===== src/rtl/kernal_params_loader_pkg.sv =====
// Shared definitions for the kernel-parameter loader.
//   - state_e      : loader FSM encoding (StIdle / StLoad / StDone)
//   - KERNAL_PAR_N : params per single-channel 3x3 kernel
//   - clogb2       : ceil(log2(n)), used to size counters
package kernal_params_loader_pkg;

   localparam int unsigned KERNAL_PAR_N = 9;

   typedef enum logic [1:0] {
      StIdle = 2'd0,
      StLoad = 2'd1,
      StDone = 2'd2
   } state_e;

   function automatic int unsigned clogb2(input int unsigned n);
      int unsigned r;
      r = 0;
      while ((64'd1 << r) < 64'(n)) r = r + 1;
      return r;
   endfunction

   localparam int unsigned ParCntW = clogb2(KERNAL_PAR_N);

endpackage


===== src/rtl/kernal_params_loader.sv =====
// Kernel-parameter loader: packs a stream of kernel params (one per AXIS beat) into
// 9-param 3x3 kernel words and writes one word per input channel into the buffer.
//
// Ports
//   clk_i            clock
//   rst_i            asynchronous reset, active-high
//   start_i          start pulse, accepted only while idle
//   chn_n_m1_i       input channel count - 1, latched on an accepted start
//   busy_o           high from accepted start until the done cycle
//   done_o           1-cycle pulse once every kernel is written
//   err_last_o       sticky tlast-mismatch flag, cleared by the next accepted start
//   s_axis_*         AXIS slave carrying the params
//   buffer_wen_o     buffer write enable
//   buffer_waddr_o   channel index being written
//   buffer_din_o     packed kernel, param k at [k*W +: W]
//
// Build option: define KERNAL_PARS_LOADER_LAST_CHK_EN to check s_axis_last_i against the
// expected final beat; otherwise tlast is ignored and err_last_o stays 0.
module kernal_params_loader
   import kernal_params_loader_pkg::*;
#(
   parameter int unsigned kernal_param_data_width = 16,
   parameter int unsigned max_feature_map_chn_n   = 512,
   parameter int unsigned simulation_delay        = 1
) (
   input  logic                                       clk_i,
   input  logic                                       rst_i,
   input  logic                                       start_i,
   input  logic [15:0]                                chn_n_m1_i,
   output logic                                       busy_o,
   output logic                                       done_o,
   output logic                                       err_last_o,
   input  logic [kernal_param_data_width-1:0]         s_axis_data_i,
   input  logic                                       s_axis_last_i,
   input  logic                                       s_axis_valid_i,
   output logic                                       s_axis_ready_o,
   output logic                                       buffer_wen_o,
   output logic [15:0]                                buffer_waddr_o,
   output logic [KERNAL_PAR_N*kernal_param_data_width-1:0] buffer_din_o
);

   localparam int unsigned W = kernal_param_data_width;
   localparam logic [15:0] ChnMaxM1 = 16'(max_feature_map_chn_n - 1);

   // Output delays are a simulation nicety only; the registers carry the real timing.
   logic unused_sim_delay;
   assign unused_sim_delay = ^simulation_delay;

   state_e                  state_q;
   logic [15:0]             chn_lim_q;
   logic [15:0]             chn_cnt_q;
   logic [ParCntW-1:0]      par_cnt_q;
   logic [W-1:0]            pack_q [KERNAL_PAR_N];
   logic                    last_pend_q;
   logic                    busy_q, done_q, err_q, ready_q, wen_q;
   logic [15:0]             waddr_q;
   logic [KERNAL_PAR_N*W-1:0] din_q;

   logic                    hs, last_par, last_chn, early_last, last_missing;
   logic [KERNAL_PAR_N*W-1:0] din_d;

   assign hs       = ready_q & s_axis_valid_i;
   assign last_par = (par_cnt_q == ParCntW'(KERNAL_PAR_N - 1));
   assign last_chn = (chn_cnt_q == chn_lim_q);

`ifdef KERNAL_PARS_LOADER_LAST_CHK_EN
   assign early_last   = s_axis_last_i & ~(last_par & last_chn);
   assign last_missing = ~s_axis_last_i & last_par & last_chn;
`else
   logic unused_last;
   assign unused_last  = s_axis_last_i;
   assign early_last   = 1'b0;
   assign last_missing = 1'b0;
`endif

   // Packed word for the write: the 9th param comes straight from the bus.
   always_comb begin
      din_d = '0;
      for (int k = 0; k < KERNAL_PAR_N; k++) begin
         din_d[k*W +: W] = (k == KERNAL_PAR_N - 1) ? s_axis_data_i : pack_q[k];
      end
   end

   always_ff @(posedge clk_i or posedge rst_i) begin
      if (rst_i) begin
         state_q     <= StIdle;
         chn_lim_q   <= '0;
         chn_cnt_q   <= '0;
         par_cnt_q   <= '0;
         pack_q      <= '{default: '0};
         last_pend_q <= 1'b0;
         busy_q      <= 1'b0;
         done_q      <= 1'b0;
         err_q       <= 1'b0;
         ready_q     <= 1'b0;
         wen_q       <= 1'b0;
         waddr_q     <= '0;
         din_q       <= '0;
      end else begin
         wen_q  <= 1'b0;
         done_q <= 1'b0;
         unique case (state_q)
            StIdle: begin
               if (start_i) begin
                  state_q     <= StLoad;
                  chn_lim_q   <= (chn_n_m1_i > ChnMaxM1) ? ChnMaxM1 : chn_n_m1_i;
                  chn_cnt_q   <= '0;
                  par_cnt_q   <= '0;
                  err_q       <= 1'b0;
                  last_pend_q <= 1'b0;
                  busy_q      <= 1'b1;
                  ready_q     <= 1'b1;
               end
            end
            StLoad: begin
               if (last_pend_q) begin
                  // Final write went out last cycle.
                  state_q     <= StDone;
                  last_pend_q <= 1'b0;
                  done_q      <= 1'b1;
                  busy_q      <= 1'b0;
               end else if (hs) begin
                  pack_q[par_cnt_q] <= s_axis_data_i;
                  if (last_par) begin
                     par_cnt_q <= '0;
                     wen_q     <= 1'b1;
                     waddr_q   <= chn_cnt_q;
                     din_q     <= din_d;
                     chn_cnt_q <= chn_cnt_q + 16'd1;
                     if (last_chn || early_last) begin
                        last_pend_q <= 1'b1;
                        ready_q     <= 1'b0;
                     end
                     if (early_last || last_missing) err_q <= 1'b1;
                  end else if (early_last) begin
                     // Premature tlast: drop the partial group and finish now.
                     par_cnt_q <= '0;
                     err_q     <= 1'b1;
                     state_q   <= StDone;
                     done_q    <= 1'b1;
                     busy_q    <= 1'b0;
                     ready_q   <= 1'b0;
                  end else begin
                     par_cnt_q <= par_cnt_q + ParCntW'(1);
                  end
               end
            end
            StDone: begin
               state_q <= StIdle;
            end
            default: begin
               state_q <= StIdle;
            end
         endcase
      end
   end

   assign busy_o         = busy_q;
   assign done_o         = done_q;
   assign err_last_o     = err_q;
   assign s_axis_ready_o = ready_q;
   assign buffer_wen_o   = wen_q;
   assign buffer_waddr_o = waddr_q;
   assign buffer_din_o   = din_q;

endmodule


===== config.mk =====
export PLATFORM = sky130hd
export DESIGN_NAME = kernal_params_loader
export DESIGN_NICKNAME = d
export VERILOG_FILES = /design/src/rtl/kernal_params_loader_pkg.sv /design/src/rtl/kernal_params_loader.sv
export SDC_FILE = /design/constraint.sdc
export NUM_CORES = 1
export LEC_CHECK = 0
export BUFFER_PORTS_ARGS = -buffer_cell sky130_fd_sc_hd__clkbuf_2
export CORE_ASPECT_RATIO = 1.25
export CORE_MARGIN = 2
export CORE_UTILIZATION = 30
export DETAILED_ROUTE_END_ITERATION = 6
export PLACE_DENSITY = 0.49
export SLEW_MARGIN = 20
export SYNTH_ARGS = -nofsm -noshare
export SYNTH_HDL_FRONTEND = slang
export SYNTH_SLANG_ARGS = --single-unit
export TNS_END_PERCENT = 50

===== constraint.sdc =====
create_clock -name clk_i -period 18.5 [get_ports clk_i]
set_clock_uncertainty 0.1 [all_clocks]
set_input_delay 1.85 -clock clk_i [delete_from_list [all_inputs] [get_ports clk_i]]
set_output_delay 1.85 -clock clk_i [all_outputs]
set_load 0.005 [all_outputs]

# Word level (Yosys, flattened, before mapping)
# Cells that the tools add are included.
classes:
  n_eq_ne: 9
  n_reduce_logical: 12
  n_addsub: 2
  n_mux: 37
  bitwise_logic: 3
  order_cmp: 3
ops:
  columns: ["cell", "count"]
  rows:
  - ["$bwmux 144", 1]
  - ["$mux 16", 6]
  - ["$demux 16 s4", 1]
  - ["$pmux 16 s2", 1]
  - ["$mux 1", 17]
  - ["$add 16x1->16 const B", 1]
  - ["$eq 16x16->1", 1]
  - ["$gt 16x9->1 const B", 1]
  - ["$mux 4", 4]
  - ["$ne 2x2->1 const B", 6]
  - ["$pmux 4 s2", 1]
  - ["$reduce_and 4->1", 2]
  - ["$pmux 1 s2", 3]
  - ["$reduce_and 2->1", 3]
  - ["$reduce_and 3->1", 2]
  - ["$reduce_and 6->1", 1]
  - ["$ge 5x5->1 const B", 1]
  - ["$lt 5x1->1 const B", 1]
  - ["$not 4->5", 1]
  - ["$reduce_and 5->1", 1]
  - ["$add 4x1->4 const B", 1]
  - ["$eq 4x4->1 const B", 1]
  - ["$mux 2", 2]
  - ["$pmux 2 s2", 1]
  - ["other kinds (6)", 6]
totals:
  word_cells: 86
  regBits: 347
  inputBits: 37

# Longest topological paths before layout
# Gate-level depths: netlist of the first run.
depth:
  depth_word: 6
  depth_mapped: 9

# Worst setup path before layout of the first run
# No wires, ideal clock.
synth_timing:
  path_kind: "in2reg"
  startpoint: "input s_axis_valid_i"
  endpoint: "register din_q[64] (netlist: buffer_din_o[64])"
  cell_stages: 6
  required_ns: 18.272
  slack_ns: 15.148
  setup_ns: 0.128
  arrival_time_ns: 3.125
  path_cell_list: "nand3b_1 > or3_1 > clkbuf_1 > buf_2 > buf_2 > mux2_1"
synth_via:
  elab_chain_cells: 2
synth_rtl:
  columns: ["item", "line", "rtl"]
  rows:
  - ["start: declaration", "kernal_params_loader.sv:35", "input logic s_axis_valid_i,"]
  - ["$and 1x1->1", "kernal_params_loader.sv:62", "assign hs = ready_q & s_axis_valid_i;"]
  - ["$reduce_and 4->1 (no line)", null, null]
  - ["end signal: assignment", "kernal_params_loader.sv:128", "din_q <= din_d;"]
  - ["end: declaration", "kernal_params_loader.sv:57", "logic [KERNAL_PAR_N*W-1:0] din_q;"]
# Every way passes these cells.
# A chain may end at the register's enable or synchronous reset.

# Final worst setup path of the first run
layout_timing:
  startpoint: "input s_axis_valid_i"
  endpoint: "register din_q[90] (netlist: buffer_din_o[90])"
# The elaborated chain is that of the path after synthesis.

==> impl_results.md, run 1 <==
* Net Sw Power at around 0.65 mW
* Simple-Gate Fraction of Synth Area at 3.94%
* WHS Endpoint: buffer_din_o[69]
* Library cells used by synthesis at 40
* Syn Inst Count at 820
* Pre-CTS setup slack at roughly 13000 ps
* Dpl cell area at between 0.01 and 0.015 mm2
* Critical path required time at ~19000 ps
* Post-synthesis xor/xnor area fraction at around 1.1%
* Post_cts resized at 0
* Commonest non-fill, non-tap cells in the layout: 331 x dfrtp_1, 283 x mux2_2, 199 x clkbuf_2, 39 x clkbuf_16, 20 x nand2_1
* R2r endpoint: buffer_din_o[90]
* Die Footprint at 0.0442 mm2
* R2R cell count at 7
* Gate power share at 21.7%
* WL met2 at 15400 um
* Fin crit period at about 4500 ps
* Hold Path Cell Cnt at 1
* Main synth FF type: dfrtp_1
* Largest net degree at the start of global routing at 151
* Final hold violation count at 0
* TNS Setup at 0 ps
* Top Layer Used: met4
* IO Pins at 202
* Worst-path maximum fanout at between 60 and 70
* Area of the mapped netlist at 0.0127 mm2
* Die H at 234 um
* Cell Count, Final, Fillers Out at 1611
* Min-Delay Startpoint: din_d[69]
* Synth warnings at 0
* Critical-path cell list: clkbuf_2 -> nand3b_1 -> or3_4 -> buf_4 -> buf_4 -> mux2_2
* WP buf/inv at 3
* Total clock sinks at approximately 330
* Commonest non-fill, non-tap cell in the layout: dfrtp_1
* Setup bufs post-CTS at 0
* Worst Max-Slew Pin Slew at around 1000 ps
* Die width at 188 um
* Global placement routability congestion at 0.767
* 1st-iter DRT viols at about 330
* Peak VDD IR at 0.0929 mV
* CP top delay family: buffers and inverters
* P_int at about 1.8 mW
* Part of the cycle the worst path needs at between 20% and 30%
* Antenna Nets Post-Route at 0
* CP startpoint kind: input port
* Fraction of layout cells with a size suffix above 1 at 52.1%
* Post-CTS Hold Fix Bufs at 0
* Top achievable clock speed at 223 MHz
* Mux contribution to synthesized area at 25.4%
* CTS buffer count at 37
* Leakage at 7.67 nW
* Syn avg cell area at 15.5 um2
* First-pass GRT wire length at 46400 um
* Crit-path max cell delay at 760 ps
* Met3 wire len at 1740 um
* Max Buffers Root-to-Sink at 3
* Final setup fails at 0
* CP max-delay cell: or3_4
* N_diodes at 0
* Total wire length at between 30000 and 40000 um
* R2R Setup Slk at 14690 ps
* Status: finished, final reports clean
* Main combinational cell family by area after synthesis: multiplexers
* Initial antenna violation count at 0
* CP arrival at 4800 ps
* Starting Density at 30.3%
* Reg2reg start: par_cnt_q[0]
* Post-Place Cells at approximately 1500
* Sequential area share after synthesis at between 60% and 70%
* # rows at 84
* Hold crit path type: flip-flop to flip-flop
* GRT Util Overall at between 10 and 15%
* Pwr dens at roughly 160 mW/mm2
* Hold slack final at about 380 ps
* Final slew viol count at 0
* Setup crit end kind: flip-flop
* Synth Area in Adders at less than 1%
* Clock-pin slew on the worst setup and hold paths at 60 ps
* Max_slew headroom at 33.3%
* Syn_nets at between 800 and 900
* EDFF count, synth at 0
* Area Growth Syn to Fin at 22.2%
* Complex-gate fraction of the synthesized area at ~2.6%
* Vias in the first global route at ~7600
* DRC viols at 0
* CTS root buffer: clkbuf_16
* Yosys reg bits at 331
* Via density at 4.62
* # nets final at 1068
* CTS H-tree lvls at 2
* Critical path class: input port to flip-flop
* Switching power share of the total at 26.7%
* Drt pass-1 iters at 4
* Routed len/inst at 19.0 um
* Register share of total power at 47.4%
* CTS tree: done
* Clock latency on the worst-skew pair at approximately 520 ps
* Ys async rst share at 100%
* Hpwl dp at 19700 um
* Met1 Wirelength at 12700 um
* CP most frequent cell: buf_4
* Final Cell Area at 0.0156 mm2
* Maxcap violations at 0
* Port bufs at 199
* Clock Power Share at between 30% and 40%
* Final setup margin at 14010 ps
* Vias at 7439
* Core area at 0.0420 mm2
* Grt ovf at 0
* RSZ-0062 raised after global routing: false
## registers in the layout (all words and copies together), names as in the netlist
signal,flops
buffer_waddr_o,16
busy_o,1
done_o,1
last_pend_q,1
state_q,2
par_cnt_q,4
chn_lim_q,16
s_axis_ready_o,1
buffer_din_o,144
din_d,128
buffer_wen_o,1
chn_cnt_q,16
## power by group through the flow
| stage | logic [mW] | clock network [mW] | registers [mW] |
|---|---|---|---|
| finish | 0.525 | 0.745 | 1.14 |
| CTS | 0.544 | 0.776 | 1.15 |
| global placement | 0.535 | 0 | 1.15 |
| detailed placement | 0.542 | 0 | 1.16 |
| floorplan | 0.311 | 0 | 1.14 |
| global route | 0.584 | 0.802 | 1.18 |
## layer usage
metal,vias up,global-route usage (%)
li1,3344,-
met1,3875,16.8
met2,175,24.1
met3,45,3.64
met4,0,4.30
met5,-,0
## per-stage QoR
stage,util [%],total power [mW]
3_3_place_gp,34.1,1.69
4_1_cts,37.1,2.47
6_report,37.1,2.42
3_5_place_dp,34.1,1.70
2_1_floorplan,-,1.45
5_1_grt,37.1,2.57
## final cells by class
cell class	instances	area [um2]
well taps	559	699
multi-input cells	445	4280
clock buffers	54	1090
fillers	4131	26500
clock inverters	11	144
flip-flops and latches	331	8280
repair buffers	204	1050
inverters	7	33.8
## cell families (layout without fill, tap and decap cells)
family | count (synthesis) | in the layout
muxes | 287 | 287
DFF | 331 | 331
and+or+nand+nor | 85 | 85
AOI/OAI and AO/OA | 51 | 51
other | 1 | 1
buffers and inverters | 44 | 276
adders and majority gates | 5 | 5
xor gates and xnor gates | 16 | 16
## synth_stat cells (2+ instances only)
library cell,instances,share of area (%)
nor3_1,2,0.079
nor2_1,3,0.088
or3_1,6,0.29
o31ai_1,9,0.53
mux2_1,4,0.35
ha_1,5,0.49
mux2_2,283,25
buf_2,17,0.67
nor4_1,2,0.098
xnor2_1,16,1.1
dfrtp_1,331,65
nand2b_1,5,0.25
nand4_1,8,0.39
nand3_1,8,0.31
and3_1,2,0.098
clkbuf_1,19,0.56
o22a_1,9,0.62
nand3b_1,2,0.12
and4_1,2,0.14
o21ai_0,13,0.51
inv_1,7,0.21
or4_1,10,0.59
and2_1,9,0.44
nand2_1,20,0.59
a21oi_1,13,0.51
## how the worst max path moves through the flow
stage	end	cells past startpoint	slack (ps)	start
after floorplan	buffer_din_o[0]	1	7380	rst_i
after global placement	buffer_din_o[119]	6	13390	s_axis_valid_i
after detailed placement	buffer_din_o[129]	6	13430	s_axis_valid_i
after CTS	buffer_din_o[99]	6	13990	s_axis_valid_i
after global routing	buffer_din_o[80]	6	13770	s_axis_valid_i
final	buffer_din_o[90]	6	14010	s_axis_valid_i
Power figures use the tool's default switching activity.
==> run 2, diff against run 1 <==
Settings changed: PLACE_DENSITY 0.49 to 0.5.
Clock period 18.5 ns to 3.9 ns, I/O delays scaled along.
==> run 2 against run 1 <==
Net effect:
- die area unchanged
- critical path type is now flip-flop to flip-flop
- final cell count rose by 1.2%
- hold slack lost 250 ps
- total power grew to 4.7 times the previous value
- combinational power rose to 4.8 times the previous value
- largest power group unchanged
- highest routed layer unchanged
- clock-buffer cell count is 2 higher
- wire length increased by 2.0%
==> impl_results.md, run 2 (synthesis results as in run 1) <==
* Status: finished, final reports clean
* Die Footprint at 0.0442 mm2
* Setup bufs post-CTS at 0
* Initial antenna violation count at 0
* Hpwl dp at 20100 um
* Total clock sinks at about 330
* Final slew viol count at 0
* Cell Count, Final, Fillers Out at ~1600
* Largest net degree at the start of global routing at 74
* # nets final at 1086
* IO Pins at 202
* CP arrival at 3010 ps
* CTS tree: done
* Total wire length at 31100 um
* Clock latency on the worst-skew pair at about 530 ps
* Top achievable clock speed at 369 MHz
* Vias at around 7500
* FILL cells at 4161
* Clock-pin slew on the worst setup and hold paths at roughly 60 ps
* CP startpoint kind: flip-flop
* N_diodes at 0
* Setup crit end kind: flip-flop
* Max_slew headroom at 31.5%
* First-pass GRT wire length at 47700 um
* Design Power at 11.4 mW
* Core area at 0.0420 mm2
* Worst-path maximum fanout at between 60 and 70
* Commonest non-fill, non-tap cells in the layout: 331 x dfrtp_1, 283 x mux2_2, 199 x clkbuf_2, 38 x clkbuf_16, 20 x nand2_1
* Global placement routability congestion at 0.735
* Final hold violation count at 0
* Antenna Nets Post-Route at 0
* Max Buffers Root-to-Sink at 3
* 1st-iter DRT viols at 242
* Commonest non-fill, non-tap cell in the layout: dfrtp_1
* Post-CTS Hold Fix Bufs at 9
* Pwr dens at 724 mW/mm2
* Hold slack final at 139 ps
* Drt pass-1 iters at 4
* Fraction of layout cells with a size suffix above 1 at 51.6%
* RSZ-0062 raised after global routing: false
* Critical path class: flip-flop to flip-flop
* CTS H-tree lvls at 2
* Final Cell Area at 0.0158 mm2
* Routed len/inst at 19.1 um
* Max FFs per register at 144
* Hold crit path type: input port to flip-flop
* DRC viols at 0
* Maxcap violations at 0
* Fin crit period at 2710 ps
* CTS root buffer: clkbuf_16
* Vias in the first global route at approximately 8000
* Grt ovf at 0
* Part of the cycle the worst path needs at 69.4%
* Worst Max-Slew Pin Slew at 1030 ps
* Die width at 188 um
* Final Core Density at 37.5%
* Port bufs at 199
* CTS buffer count at 38
* Dpl cell area at 0.0144 mm2
* Final setup fails at 0
* Peak VDD IR at roughly 0.32 mV
* Area Growth Syn to Fin at 23.7%
* Leakage at 7.75 nW
* Post-Place Cells at 1552
* Critical path required time at 4210 ps
* Via density at 4.61
* # rows at 84
* Starting Density at 30.3%
* Post_cts resized at 0
* GRT Util Overall at approximately 14%
* Die H at 234 um
run 2: changes by cell type in the layout (fill, tap and decap cells not counted), sizes merged:
cell,before,now
dlygate4sd3,0,10
buf,5,12
clkbuf,253,255
bufinv,3,2
clkinvlp,1,2
run 2: final timing paths:
path                                   start                to  slack (ps)  cells after the start
worst max-delay path            par_cnt_q[0]  buffer_din_o[57]        1190                      6
worst min-delay path                 start_i       last_pend_q         140                      3
worst max register to register  par_cnt_q[0]  buffer_din_o[57]        1190                      6
worst min register to register     din_d[64]  buffer_din_o[64]         380                      1
max in group asynchronous              rst_i         din_d[49]        2410                      5
min in group asynchronous              rst_i  buffer_din_o[59]         300                      3
run 2: where the power goes:
part	internal, mW	switching (mW)
clock network	2.04	1.41
logic	1.52	0.999
registers	4.75	0.686
run 2: critical path: stages, from the launching register on:
cell and delay (ps):
dfrtp_1 440, inv_1 100, ha_1 250, nand3b_1 170
or3_4 670, buf_12 420, mux2_2 380
run 2: cell type report:
class | instances | area (um2) | share of cell area, %
timing repair buffer | 221 | 1270 | 8.08
inverter | 7 | 30.0 | 0.190
sequential | 331 | 8280 | 52.5
multi-input combinational | 445 | 4280 | 27.1
clock inverter | 11 | 134 | 0.849
clock buffer | 56 | 1070 | 6.78
tap | 559 | 699 | 4.44
run 2: stage by stage:
step / setup slack (ps) / setup TNS, ps
3_3_place_gp: 1180 / 0
2_1_floorplan: -1010 / -334530
4_1_cts: 1140 / 0
6_report: 1190 / 0
3_5_place_dp: 1160 / 0
5_1_grt: 994 / 0
run 2: metal layers:
layer  vias to the layer above  share of wire [%]  wire [um]  global-route usage [%]
met5                         -                  0          0                       0
met4                         0                1.9        599                    4.27
met3                        40                5.7       1780                    3.68
met2                       165                 50      15700                    24.8
met1                      3917                 42      13100                    17.1
li1                       3387                  -          -                       -
==> run 3, diff against run 2 <==
Settings changed: PLACE_DENSITY 0.5 to 0.49.
Clock period 3.9 ns to 2.6 ns, I/O delays scaled along.
==> run 3 against run 2 <==
Net effect:
- critical path depth unchanged
- utilization barely moved
- first-iteration DRC count grew 19%
- final cell count rose by 0.37%
==> impl_results.md, run 3 (synthesis results as in run 1) <==
* Critical path class: flip-flop to flip-flop
* Critical-path cell list: inv_1 -> ha_1 -> nand3b_1 -> or3_4 -> buf_4 -> mux2_2
* TNS Setup at 0 ps
* Net Sw Power at 4.59 mW
* R2R Setup Slk at 180 ps
* Setup crit end kind: flip-flop
* Final Cell Area at roughly 0.016 mm2
* Reg2reg start: par_cnt_q[0]
* GRT Util Overall at 14.3%
* Critical path required time at 2910 ps
* # rows at 84
* Met1 usage at between 10% and 20%
* Final slew viol count at 0
* DRC viols at 0
* Vias in the first global route at 7880
* Fin crit period at 2420 ps
* Register share of total power at a little under half
* Worst-path maximum fanout at 54
* Dpl cell area at 0.0145 mm2
* Antenna Nets Post-Route at 0
* Final hold violation count at 0
* Pwr dens at 1080 mW/mm2
* Final setup fails at 0
* End of the critical path: buffer_din_o[103]
* Post-Place Cells at approximately 1600
* Commonest non-fill, non-tap cells in the layout: 331 x dfrtp_1, 283 x mux2_2, 199 x clkbuf_2, 39 x clkbuf_16, 20 x nand2_1
* Max FFs per register at 144
* Via density at 4.63
* IO Pins at 202
* Top achievable clock speed at 414 MHz
* Hpwl dp at approximately 20000 um
* Vias at 7573
* WP buf/inv at 2
* Design Power at roughly 17 mW
* RSZ-0062 raised after global routing: false
* Clock Power Share at 29.9%
* CTS tree: done
* Starting Density at between 30% and 40%
* CP startpoint kind: flip-flop
* Crit-path max cell delay at 610 ps
* Part of the cycle the worst path needs at 92.9%
* Clock-pin slew on the worst setup and hold paths at 60 ps
* Crit path from: par_cnt_q[0]
* Final setup margin at 183 ps
* CP top delay family: buffers and inverters
* CTS root buffer: clkbuf_16
* Commonest non-fill, non-tap cell in the layout: dfrtp_1
* R2r endpoint: buffer_din_o[103]
* Maxcap violations at 0
* Gate power share at between 20% and 30%
* Drt pass-1 iters at 4
* CTS H-tree lvls at 2
* Die H at between 200 and 250 um
* Die width at ~190 um
* CTS buffer count at 37
* Worst Max-Slew Pin Slew at 933 ps
* Leakage at about 7.8 nW
* Final Core Density at 37.5%
* Critical path depth at 6
* Largest net degree at the start of global routing at about 150
* Total wire length at between 30000 and 40000 um
* Status: finished, final reports clean
* Switching power share of the total at 26.9%
* First-pass GRT wire length at 48300 um
* Routed len/inst at 19.2 um
* Fraction of layout cells with a size suffix above 1 at 52.0%
* Global placement routability congestion at 0.743
* CP arrival at approximately 2700 ps
* Clock latency on the worst-skew pair at 530 ps
* Max Buffers Root-to-Sink at 3
* R2R cell count at 6
* Hold slack final at 99.3 ps
* Hold crit path type: input port to flip-flop
* Initial antenna violation count at 0
* Met2 Use GR at 25.3%
* Die Footprint at 0.0442 mm2
* Core area at 0.0420 mm2
* Peak VDD IR at between 0.5 and 0.6 mV
* Pre-CTS setup slack at between 150 and 200 ps
* Total clock sinks at 331
* # nets final at 1094
* Port bufs at 199
* Max_slew headroom at between 30 and 40%
* Gr busiest metal: met2
* 1st-iter DRT viols at 288
* N_diodes at 0
* P_int at 12.4 mW
* Area Growth Syn to Fin at 23.7%
* Grt ovf at 0
* GRT met3 Usage at 3.95%
* Cell Count, Final, Fillers Out at 1636
* CP max-delay cell: buf_4
* Post_cts resized at 0
-- run 3: worst min path at each step --
stage	from	endpoint	cells after the start
floorplan	chn_n_m1_i[0]	chn_lim_q[0]	1
global placement	din_d[65]	buffer_din_o[65]	1
detailed placement	din_d[64]	buffer_din_o[64]	1
CTS	s_axis_data_i[5]	din_d[101]	2
global route	s_axis_data_i[12]	din_d[76]	2
finish	s_axis_data_i[12]	din_d[76]	2
-- run 3: repair_timing --
action                    in CTS  in global routing
setup buffers                  0                  0
hold buffers                  11                  0
hold endpoints to repair     134                  0
-- run 3: layer usage --
| layer | wire length [um] | vias to the layer above |
|---|---|---|
| li1 | - | 3399 |
| met2 | 16200 | 166 |
| met1 | 12800 | 3976 |
| met5 | 0 | - |
| met4 | 517 | 0 |
| met3 | 1870 | 32 |
-- run 3: power groups by stage --
stage,logic (mW),clock network [mW],registers [mW]
final,3.79,5.10,8.15
after global routing,4.21,5.52,8.43
after CTS,3.92,5.30,8.18
after detailed placement,3.89,0,8.26
after global placement,3.83,0,8.18
after floorplan,2.21,0,8.08
-- run 3: final cells by class --
class	count	area, um2
inverters	7	30.0
repair buffers	230	1290
fillers	4086	26300
multi-input cells	445	4280
clock buffers	57	1110
clock inverters	7	66.3
flip-flops and latches	331	8280
well taps	559	699
-- run 3: worst reg2reg max path, stage by stage (launching register included) --
cell      delay (ps)
dfrtp_1          430
inv_1             90
ha_1             250
nand3b_1         150
or3_4            200
buf_4            610
mux2_2           470
